**src/rtl/arbitro_enrutador.sv**
```systemverilog
// Routing stage from two virtual-channel FIFOs to four destination FIFOs.
// Strict VC0-over-VC1 arbitration with per-destination almost_full backpressure.
module arbitro_enrutador #(
  parameter int TAMANO_DATOS = 12,
  parameter int UMBRALES_L_H = 8,
  parameter int DEST_LSB     = 8
) (
  input  logic                    clk,
  input  logic                    reset,
  input  logic                    init,
  input  logic [UMBRALES_L_H-1:0] umbral_L_in,
  input  logic [UMBRALES_L_H-1:0] umbral_H_in,
  input  logic                    vc0_empty,
  input  logic                    vc1_empty,
  input  logic [TAMANO_DATOS-1:0] vc0_data,
  input  logic [TAMANO_DATOS-1:0] vc1_data,
  input  logic [3:0]              almost_full,
  output logic                    pop_vc0,
  output logic                    pop_vc1,
  output logic [3:0]              push,
  output logic [TAMANO_DATOS-1:0] data_out,
  output logic [UMBRALES_L_H-1:0] umbral_L,
  output logic [UMBRALES_L_H-1:0] umbral_H,
  output logic [2:0]              estado,
  output logic                    idle
);

  typedef enum logic [2:0] {
    ST_ACTIVE = 3'b000,
    ST_RESET  = 3'b001,
    ST_INIT   = 3'b010,
    ST_IDLE   = 3'b100
  } state_t;

  state_t                  state_q;
  logic [3:0]              push_q;
  logic [TAMANO_DATOS-1:0] data_q;
  logic [UMBRALES_L_H-1:0] umbral_l_q;
  logic [UMBRALES_L_H-1:0] umbral_h_q;
  logic                    idle_q;

  logic [1:0] d0;
  logic [1:0] d1;
  logic       ok0;
  logic       ok1;
  logic       arb_en;

  assign d0  = vc0_data[DEST_LSB+1:DEST_LSB];
  assign d1  = vc1_data[DEST_LSB+1:DEST_LSB];
  assign ok0 = !vc0_empty && !almost_full[d0];
  assign ok1 = !vc1_empty && !almost_full[d1];

  // Reset and init both outrank arbitration, so they gate the pops directly.
  assign arb_en  = !reset && !init && (state_q == ST_ACTIVE);
  assign pop_vc0 = arb_en && ok0;
  assign pop_vc1 = arb_en && ok1 && !ok0;

  always_ff @(posedge clk) begin
    if (reset) begin
      state_q    <= ST_RESET;
      push_q     <= 4'b0000;
      data_q     <= '0;
      umbral_l_q <= '0;
      umbral_h_q <= '0;
      idle_q     <= 1'b0;
    end else begin
      case (state_q)
        ST_RESET: begin
          idle_q <= 1'b0;
          if (init) state_q <= ST_INIT;
        end
        ST_INIT: begin
          umbral_l_q <= umbral_L_in;
          umbral_h_q <= umbral_H_in;
          if (init) begin
            idle_q <= 1'b0;
          end else begin
            state_q <= ST_IDLE;
            idle_q  <= 1'b1;
          end
        end
        ST_IDLE: begin
          if (init) begin
            state_q <= ST_INIT;
            idle_q  <= 1'b0;
          end else if (!vc0_empty || !vc1_empty) begin
            state_q <= ST_ACTIVE;
            idle_q  <= 1'b0;
          end else begin
            idle_q  <= 1'b1;
          end
        end
        default: begin
          if (init) begin
            state_q <= ST_INIT;
            idle_q  <= 1'b0;
          end else if (vc0_empty && vc1_empty) begin
            state_q <= ST_IDLE;
            idle_q  <= 1'b1;
          end else begin
            state_q <= ST_ACTIVE;
            idle_q  <= 1'b0;
          end
        end
      endcase

      // data_q keeps the last forwarded word when nothing is pushed.
      if (pop_vc0) begin
        push_q <= 4'b0001 << d0;
        data_q <= vc0_data;
      end else if (pop_vc1) begin
        push_q <= 4'b0001 << d1;
        data_q <= vc1_data;
      end else begin
        push_q <= 4'b0000;
      end
    end
  end

  assign push     = push_q;
  assign data_out = data_q;
  assign umbral_L = umbral_l_q;
  assign umbral_H = umbral_h_q;
  assign estado   = state_q;
  assign idle     = idle_q;

endmodule

```
**config.mk**
```make
export PLATFORM = sky130hd
export DESIGN_NAME = arbitro_enrutador
export DESIGN_NICKNAME = d
export VERILOG_FILES = /design/src/rtl/arbitro_enrutador.sv
export SDC_FILE = /design/constraint.sdc
export NUM_CORES = 1
export LEC_CHECK = 0
export ABC_AREA = 1
export BUFFER_PORTS_ARGS = -buffer_cell sky130_fd_sc_hd__buf_2
export CAP_MARGIN = 20
export CORE_UTILIZATION = 42
export CTS_BUF_LIST = sky130_fd_sc_hd__clkbuf_8
export DETAILED_ROUTE_END_ITERATION = 10
export PLACE_DENSITY = 0.84
export SLEW_MARGIN = 25
export SYNTH_ARGS = -nofsm -noshare
export SYNTH_HDL_FRONTEND = slang
export SYNTH_SLANG_ARGS = --single-unit
```
**constraint.sdc**
```tcl
create_clock -name clk -period 1.29 [get_ports clk]
set_input_delay 0.258 -clock clk [delete_from_list [all_inputs] [get_ports clk]]
set_output_delay 0.258 -clock clk [all_outputs]
set_load 0.03 [all_outputs]
```
==> results of run 1 <==
[worst register-to-register path, cell delays in order, from the launching register on]
cell and delay (ns):
dfxtp_4 0.35, nor2_4 0.11, inv_2 0.06, nor2_4 0.07, nand2_1 0.07, nor2_2 0.11, nand2_2 0.08, buf_4 0.16
buf_6 0.13, nand3b_1 0.07, nand2_1 0.06, nor2_1 0.10
[through the flow]
stage,setup WS (ns),utilization,total power [mW]
final,-0.3200,0.6862,2.752
after global routing,-0.4197,0.6862,2.866
after CTS,-0.3405,0.6721,2.753
after detailed placement,-0.2337,0.6200,1.662
after global placement,-0.2034,0.6200,1.651
after floorplan,-0.1109,-,1.461
[Yosys cell counts (all sizes together)]
master   instances
nand2           55
nand3b          11
clkbuf           5
nor2            30
buf              7
o21ai           20
a21oi           17
a31oi            2
nand4            2
dfxtp           36
nand3           16
inv             33
o31ai            2
nor3             1
o2111ai          1
[final cells by class]
type                       instances  area (um2)  share of cell area
inverter                          33       132.6             0.05163
clock buffer                       7       96.34             0.03751
tap                               48       60.06             0.02338
timing repair buffer             118       703.2              0.2737
multi-input combinational        157       814.5              0.3171
sequential                        36       732.0              0.2849
clock inverter                     1       30.03             0.01169
[state kept, by name, summed over array words and instances, names as in the netlist]
register and flops:
data_out 12, umbral_H 8, umbral_L 8, push 4, estado 3, idle 1
[repair_timing]
| action | 4_1_cts | 5_1_grt |
|---|---|---|
| buffers inserted | 4 | 1 |
| endpoints found under the setup margin | 18 | 36 |
| resized for setup | 11 | 25 |
| pin swaps | 6 | 14 |
| gates cloned | 1 | 0 |
[power groups by stage]
stage | registers [mW] | logic (mW) | clock network (mW)
2_1_floorplan | 1.30 | 0.166 | 0
3_3_place_gp | 1.20 | 0.450 | 0
3_5_place_dp | 1.20 | 0.460 | 0
4_1_cts | 1.18 | 0.474 | 1.10
5_1_grt | 1.18 | 0.540 | 1.14
6_report | 1.18 | 0.493 | 1.08
[cells by family after synthesis]
| group | synth area share |
|---|---|
| AO/OA/AOI/OAI | 0.1319 |
| buffers and inverters | 0.1252 |
| flip-flops | 0.4292 |
| AND/OR/NAND/NOR | 0.3137 |
[per-layer routing]
metal,track usage,part of all wire,up-vias
li1,-,-,979
met1,0.2210,0.42,849
met2,0.3853,0.49,78
met3,0.06076,0.070,10
met4,0.08152,0.021,0
met5,0,0,-
[final timing paths]
check | to
min | push[2]$_SDFF_PP0_
min reg2reg | umbral_L[7]$_SDFFE_PP0P_
max | pop_vc1
max reg2reg | data_out[11]$_SDFFE_PP0P_
==> results_dict.tcl, run 1 <==
set metrics [dict create \
    comb_power_share 0.179 \
    maximum_number_of_pins_on_one_net_before_global_route_repair 33 \
    endpoint_type_of_the_worst_setup_path "primary output" \
    power.clock.fraction 0.393 \
    synth.cell_area_um2 1679 \
    worst-setup-path-type "flip-flop to primary output" \
    design.core.area_um2 3744 \
    layout.cell_area.non_filler_um2 2569 \
    totalNegativeSetupSlack_ns -2.428 \
    setup_repair_after_global_routing_missed_its_margin "yes" \
    tritoncts_clock_tree "yes" \
    grt_overflow_total 0 \
    route.detailed.wl_per_inst_um 11.00 \
    ctsLongestPathBuffers 2 \
    synth.avg_cell_area_um2 7.055 \
    cellInternalPower_mw 2.042 \
    timing.critical_path.max_delay_family "simple AND/OR/NAND/NOR gates" \
    finalMaxSlewViolations 0 \
    finalClockSkew_ns 0.002929 \
    cts_sinks 36 \
    max_cap_violations 0 \
    rows 22 \
    filler_cell_count 310 \
    clk_root_buffer_cell "clkbuf_8" \
    drive_gt1_frac 0.4375 \
    hold_path_class "input port to flip-flop" \
    violated_checks "setup timing" \
    viasPerCell 4.790 \
    cts_hold_buf 0 \
    die_h_um 65.23 \
    critPathArrivalTime_ns 1.35 \
    grt_util_all_layers 0.2093 \
    yosys-top-cells-area "dfxtp_1, nand2_1, inv_1" \
    residual_drc 0 \
    layout_commonest_cell "buf_2" \
    max-slew-margin-rel 0.7959 \
    run_status "complete, but fails checks" \
    route.vias.total 1916 \
    vias_in_the_first_global_route 1766 \
    fp.dieArea_um2 4255 \
    critical_path.reg2reg.startpoint "estado[0]$_SDFFE_PP1P_" \
    worst_setup_path_start_kind "flip-flop" \
    cts_made_buffers 5 \
    yosys_top_cell_by_area "dfxtp_1" \
    grt_pass1_wl_um 6955 \
    total_inserted_antenna_cells 0 \
    postRouteAntennaNets 0 \
    synth-warning-count 0 \
    drtPass1Iterations 4 \
    nNetsFinal 400 \
    crit_slowest_cell "dfxtp_4" \
    dp_hpwl_um 3015 \
    worst_path_largest_cell_delay_ns 0.35 \
    power.share.sequential 0.428 \
    report.final.hold_viol_count 0 \
    endpoints_failing_setup 18 \
    critical_path_peak_fanout 2 \
    port-buffer-count 86 \
    layout_min_cycle_time_ns 1.610 \
    cts.clk_slew.worst_paths_ns 0.07 \
    critPathMostFrequentCell "nor2_4" \
    path_depth 8 \
    worstPathRequired_ns 1.03 \
    achievable-frequency_ghz 0.6211 \
    timing_worst_slew_pin_value_ns 0.3038 \
    critical_path.n_buffers_inverters 3 \
    htree_levels 2 \
    post_synth_num_cell_types 22 \
    synth_cells 238 \
    io_pins 87 \
    total_leakage_power_nw 1.368 \
    worst_ir_drop_vdd_mv 0.8374 \
    layoutNonFillerInstCount 400 \
    detail_route.iter0.violations 86 \
    dpl.cell_count 386 \
    layout_worst_path_cycle_share 1.248 \
    area_growth_syn_to_layout_pct 52.98 \
    critical_path.cell_chain "nor2_4, inv_2, nor2_4, nand2_1, nor2_2, nand2_2, clkinvlp_4, buf_6" \
    timing.critical_path.from "estado[0]$_SDFFE_PP1P_" \
    yosysSeqAreaShare 0.4292 \
    synth-seq-cells 36 \
    worst_slack_ns -0.3200 \
    origin_of_the_worst_min_delay_path "vc0_data[8]" \
    die_width_um 65.23 \
    worst_hold_depth 2 \
    mappedNetlistNets 287 \
    drt_wl_total_um 4399 \
    antenna_violations_before_repair 0 \
    placedInstanceArea_um2 2321 \
    timing.reg2reg.setup_slack_ns -0.15 \
    power.density_nw_per_um2 1071 \
    initial_core_util 0.4485 \
    clk_latency_ns 0.28 \
    finalWeightedCongestion 0.8956 \
    ff2ff_path_depth 11 \
    mostFrequentLayoutCells "buf_2, nand2_1, dfxtp_1, buf_4, inv_1" \
    whs_ns 0.2159 \
    synth_top_cell_area_share 0.4292 \
    swShare 0.2582 \
    switchingPower_mw 0.7104 \
]
No activity file was read; power rests on OpenSTA's default activity.
==> inputs of run 2 (changes only) <==
--- a/config.mk
+++ b/config.mk
@@ -8,10 +8,13 @@
 export ABC_AREA = 1
 export BUFFER_PORTS_ARGS = -buffer_cell sky130_fd_sc_hd__buf_2
 export CAP_MARGIN = 20
-export CORE_UTILIZATION = 42
+export CELL_PAD_IN_SITES_DETAIL_PLACEMENT = 0
+export CELL_PAD_IN_SITES_GLOBAL_PLACEMENT = 2
+export CORE_UTILIZATION = 21
 export CTS_BUF_LIST = sky130_fd_sc_hd__clkbuf_8
 export DETAILED_ROUTE_END_ITERATION = 10
-export PLACE_DENSITY = 0.84
+export GPL_TIMING_DRIVEN = 0
+export PLACE_DENSITY = 0.83
 export SLEW_MARGIN = 25
 export SYNTH_ARGS = -nofsm -noshare
 export SYNTH_HDL_FRONTEND = slang
==> run 2 against run 1 <==
  * The run still ends with setup timing left
  * Die area up 96%
  * Hold slack lost 0.011 ns
  * Clock power down 7%
  * Sequential cell count unchanged
  * Cell area increased by 1.2%
  * Utilization down 35 points
  * Clock skew rose by 0.0035 ns
  * Combinational power fell by 4.5%
  * Maximum frequency shrank 0.68%
  * Via count fell by 5.8%
  * Critical path type unchanged
==> results_dict.tcl, run 2 (synthesis gave the netlist of run 1 again) <==
set metrics [dict create \
    cts_sinks 36 \
    origin_of_the_worst_min_delay_path "reset" \
    worst_ir_drop_vdd_mv 0.5229 \
    cellInternalPower_mw 1.913 \
    nNetsFinal 392 \
    die_width_um 91.42 \
    maximum_number_of_pins_on_one_net_before_global_route_repair 13 \
    use_met3 0.03266 \
    worst_slack_ns -0.3310 \
    ff2ff_path_depth 12 \
    total_leakage_power_nw 1.320 \
    largest_register_ff_count 12 \
    fp.dieArea_um2 8358 \
    comb_power_share 0.178 \
    cts_made_buffers 5 \
    grt_util_met1 0.1468 \
    power.density_nw_per_um2 1019 \
    setup_repair_after_global_routing_missed_its_margin "yes" \
    gr-max-usage-layer "met2" \
    achievable-frequency_ghz 0.6169 \
    ff_latch_area_um2 732.0 \
    timing.critical_path.from "estado[1]$_SDFFE_PP0P_" \
    cts.clk_slew.worst_paths_ns 0.07 \
    detail_route.iter0.violations 39 \
    layout_min_cycle_time_ns 1.621 \
    io_pins 87 \
    dp_hpwl_um 3574 \
    route.vias.total 1804 \
    grt_util_all_layers 0.1227 \
    hold_path_class "input port to flip-flop" \
    drive_gt1_frac 0.4273 \
    endpoint_type_of_the_worst_setup_path "primary output" \
    die_h_um 91.42 \
    max_cap_violations 0 \
    viasPerCell 4.045 \
    totalNegativeSetupSlack_ns -3.865 \
    critical_path.reg2reg.startpoint "estado[1]$_SDFFE_PP0P_" \
    drt_wl_total_um 4865 \
    endpoints_failing_setup 17 \
    critPathCapture "pop_vc0" \
    htree_levels 2 \
    area_of_the_multi_input_gates_um2 828.3 \
    clk_latency_ns 0.28 \
    initial_core_util 0.2173 \
    clk_root_buffer_cell "clkbuf_8" \
    postRouteAntennaNets 0 \
    layoutNonFillerInstCount 446 \
    grt_overflow_total 0 \
    port-buffer-count 86 \
    design.core.area_um2 7727 \
    worstPathRequired_ns 1.03 \
    drtPass1Iterations 4 \
    filler_cell_count 875 \
    power.clock.fraction 0.378 \
    finalWeightedCongestion 0.7961 \
    finalClockSkew_ns 0.006474 \
    rows 32 \
    total_inserted_antenna_cells 0 \
    tritoncts_clock_tree "yes" \
    swShare 0.2780 \
    power.share.sequential 0.444 \
    critical_path_peak_fanout 2 \
    timing.reg2reg.setup_slack_ns -0.26 \
    worst_setup_path_start_kind "flip-flop" \
    residual_drc 0 \
    worst-setup-path-type "flip-flop to primary output" \
    ctsLongestPathBuffers 2 \
    violated_checks "setup timing" \
    worst_path_largest_cell_delay_ns 0.35 \
    max-slew-margin-rel 0.7653 \
    cts_hold_buf 0 \
    run_status "complete, but fails checks" \
    timing_worst_slew_pin_value_ns 0.3521 \
    dp_slack_ns -0.3282 \
    grt_pass1_wl_um 8252 \
    groute.layer.met2.usage 0.2155 \
    critPathArrivalTime_ns 1.36 \
    antenna_violations_before_repair 0 \
    route.detailed.wl_per_inst_um 10.91 \
    critical_path.cell_chain "nor2_4, inv_2, nor2_4, buf_4, nand3_4, inv_2, buf_6, buf_6" \
    vias_in_the_first_global_route 1811 \
    dpl.cell_count 426 \
    layout_worst_path_cycle_share 1.257 \
    crit_slowest_cell "dfxtp_4" \
    finalMaxSlewViolations 0 \
    report.final.hold_viol_count 0 \
    mostFrequentLayoutCells "buf_2, nand2_1, dfxtp_1, inv_1, nor2_1" \
    switchingPower_mw 0.7365 \
    area_growth_syn_to_layout_pct 54.84 \
    layout_commonest_cell "buf_2" \
    reg2reg_to "data_out[4]$_SDFFE_PP0P_" \
]
==> run 2: cell type report <==
class / instances / share of cell area
multi-input cells: 157 / 0.3186
flip-flops and latches: 36 / 0.2815
repair buffers: 98 / 0.2117
inverters: 33 / 0.04909
well taps: 102 / 0.04909
plain buffers: 12 / 0.04716
clock buffers: 5 / 0.02647
clock inverters: 3 / 0.01636
==> run 2: routing by layer <==
metal	routed length, um	part of all wire
met2	2274	0.47
met3	304	0.062
met4	19	0.0039
met5	0	0
met1	2266	0.47
==> run 2: worst min path at each step <==
stage | to | slack, ns | cells after the start
CTS | estado[1]$_SDFFE_PP0P_ | 0.20 | 2
floorplan | estado[2]$_SDFFE_PP0P_ | 0.32 | 1
detailed placement | umbral_H[2]$_SDFFE_PP0P_ | 0.43 | 2
global route | estado[1]$_SDFFE_PP0P_ | 0.20 | 2
finish | estado[1]$_SDFFE_PP0P_ | 0.21 | 2
global placement | umbral_L[7]$_SDFFE_PP0P_ | 0.43 | 2
==> run 2: repair_timing <==
action / 4_1_cts / 5_1_grt
buffers inserted: 10 / 1
resized for setup: 20 / 16
endpoints found under the setup margin: 32 / 32
cloned: 0 / 1
pin swaps: 5 / 6
endpoints found under the hold margin: 0 / 0
==> run 2: metrics by stage <==
| stage | hold slack, ns | total power, mW | utilization | instance area, um2 |
|---|---|---|---|---|
| final | 0.2051 | 2.649 | 0.3365 | 2600 |
| after global routing | 0.2014 | 2.797 | 0.3365 | 2600 |
| after CTS | 0.2000 | 2.675 | 0.3256 | 2516 |
| after detailed placement | 0.4326 | 1.629 | 0.2934 | 2267 |
| after global placement | 0.4307 | 1.627 | 0.2934 | 2267 |
| after floorplan | 0.3177 | 1.461 | - | 1709 |
==> run 2: power groups by stage <==
stage	clock [mW]	combinational [mW]	sequential [mW]
after CTS	1.04	0.458	1.18
after detailed placement	0	0.424	1.20
after global routing	1.09	0.523	1.18
after global placement	0	0.424	1.20
final	1.00	0.471	1.18
after floorplan	0	0.166	1.30
==> run 2: critical path, delay by kind of cell, from the launching register on <==
family                 cells  cell delay [ns]
buffers and inverters      5             0.46
DFF                        1             0.35
and+or+nand+nor            3             0.27
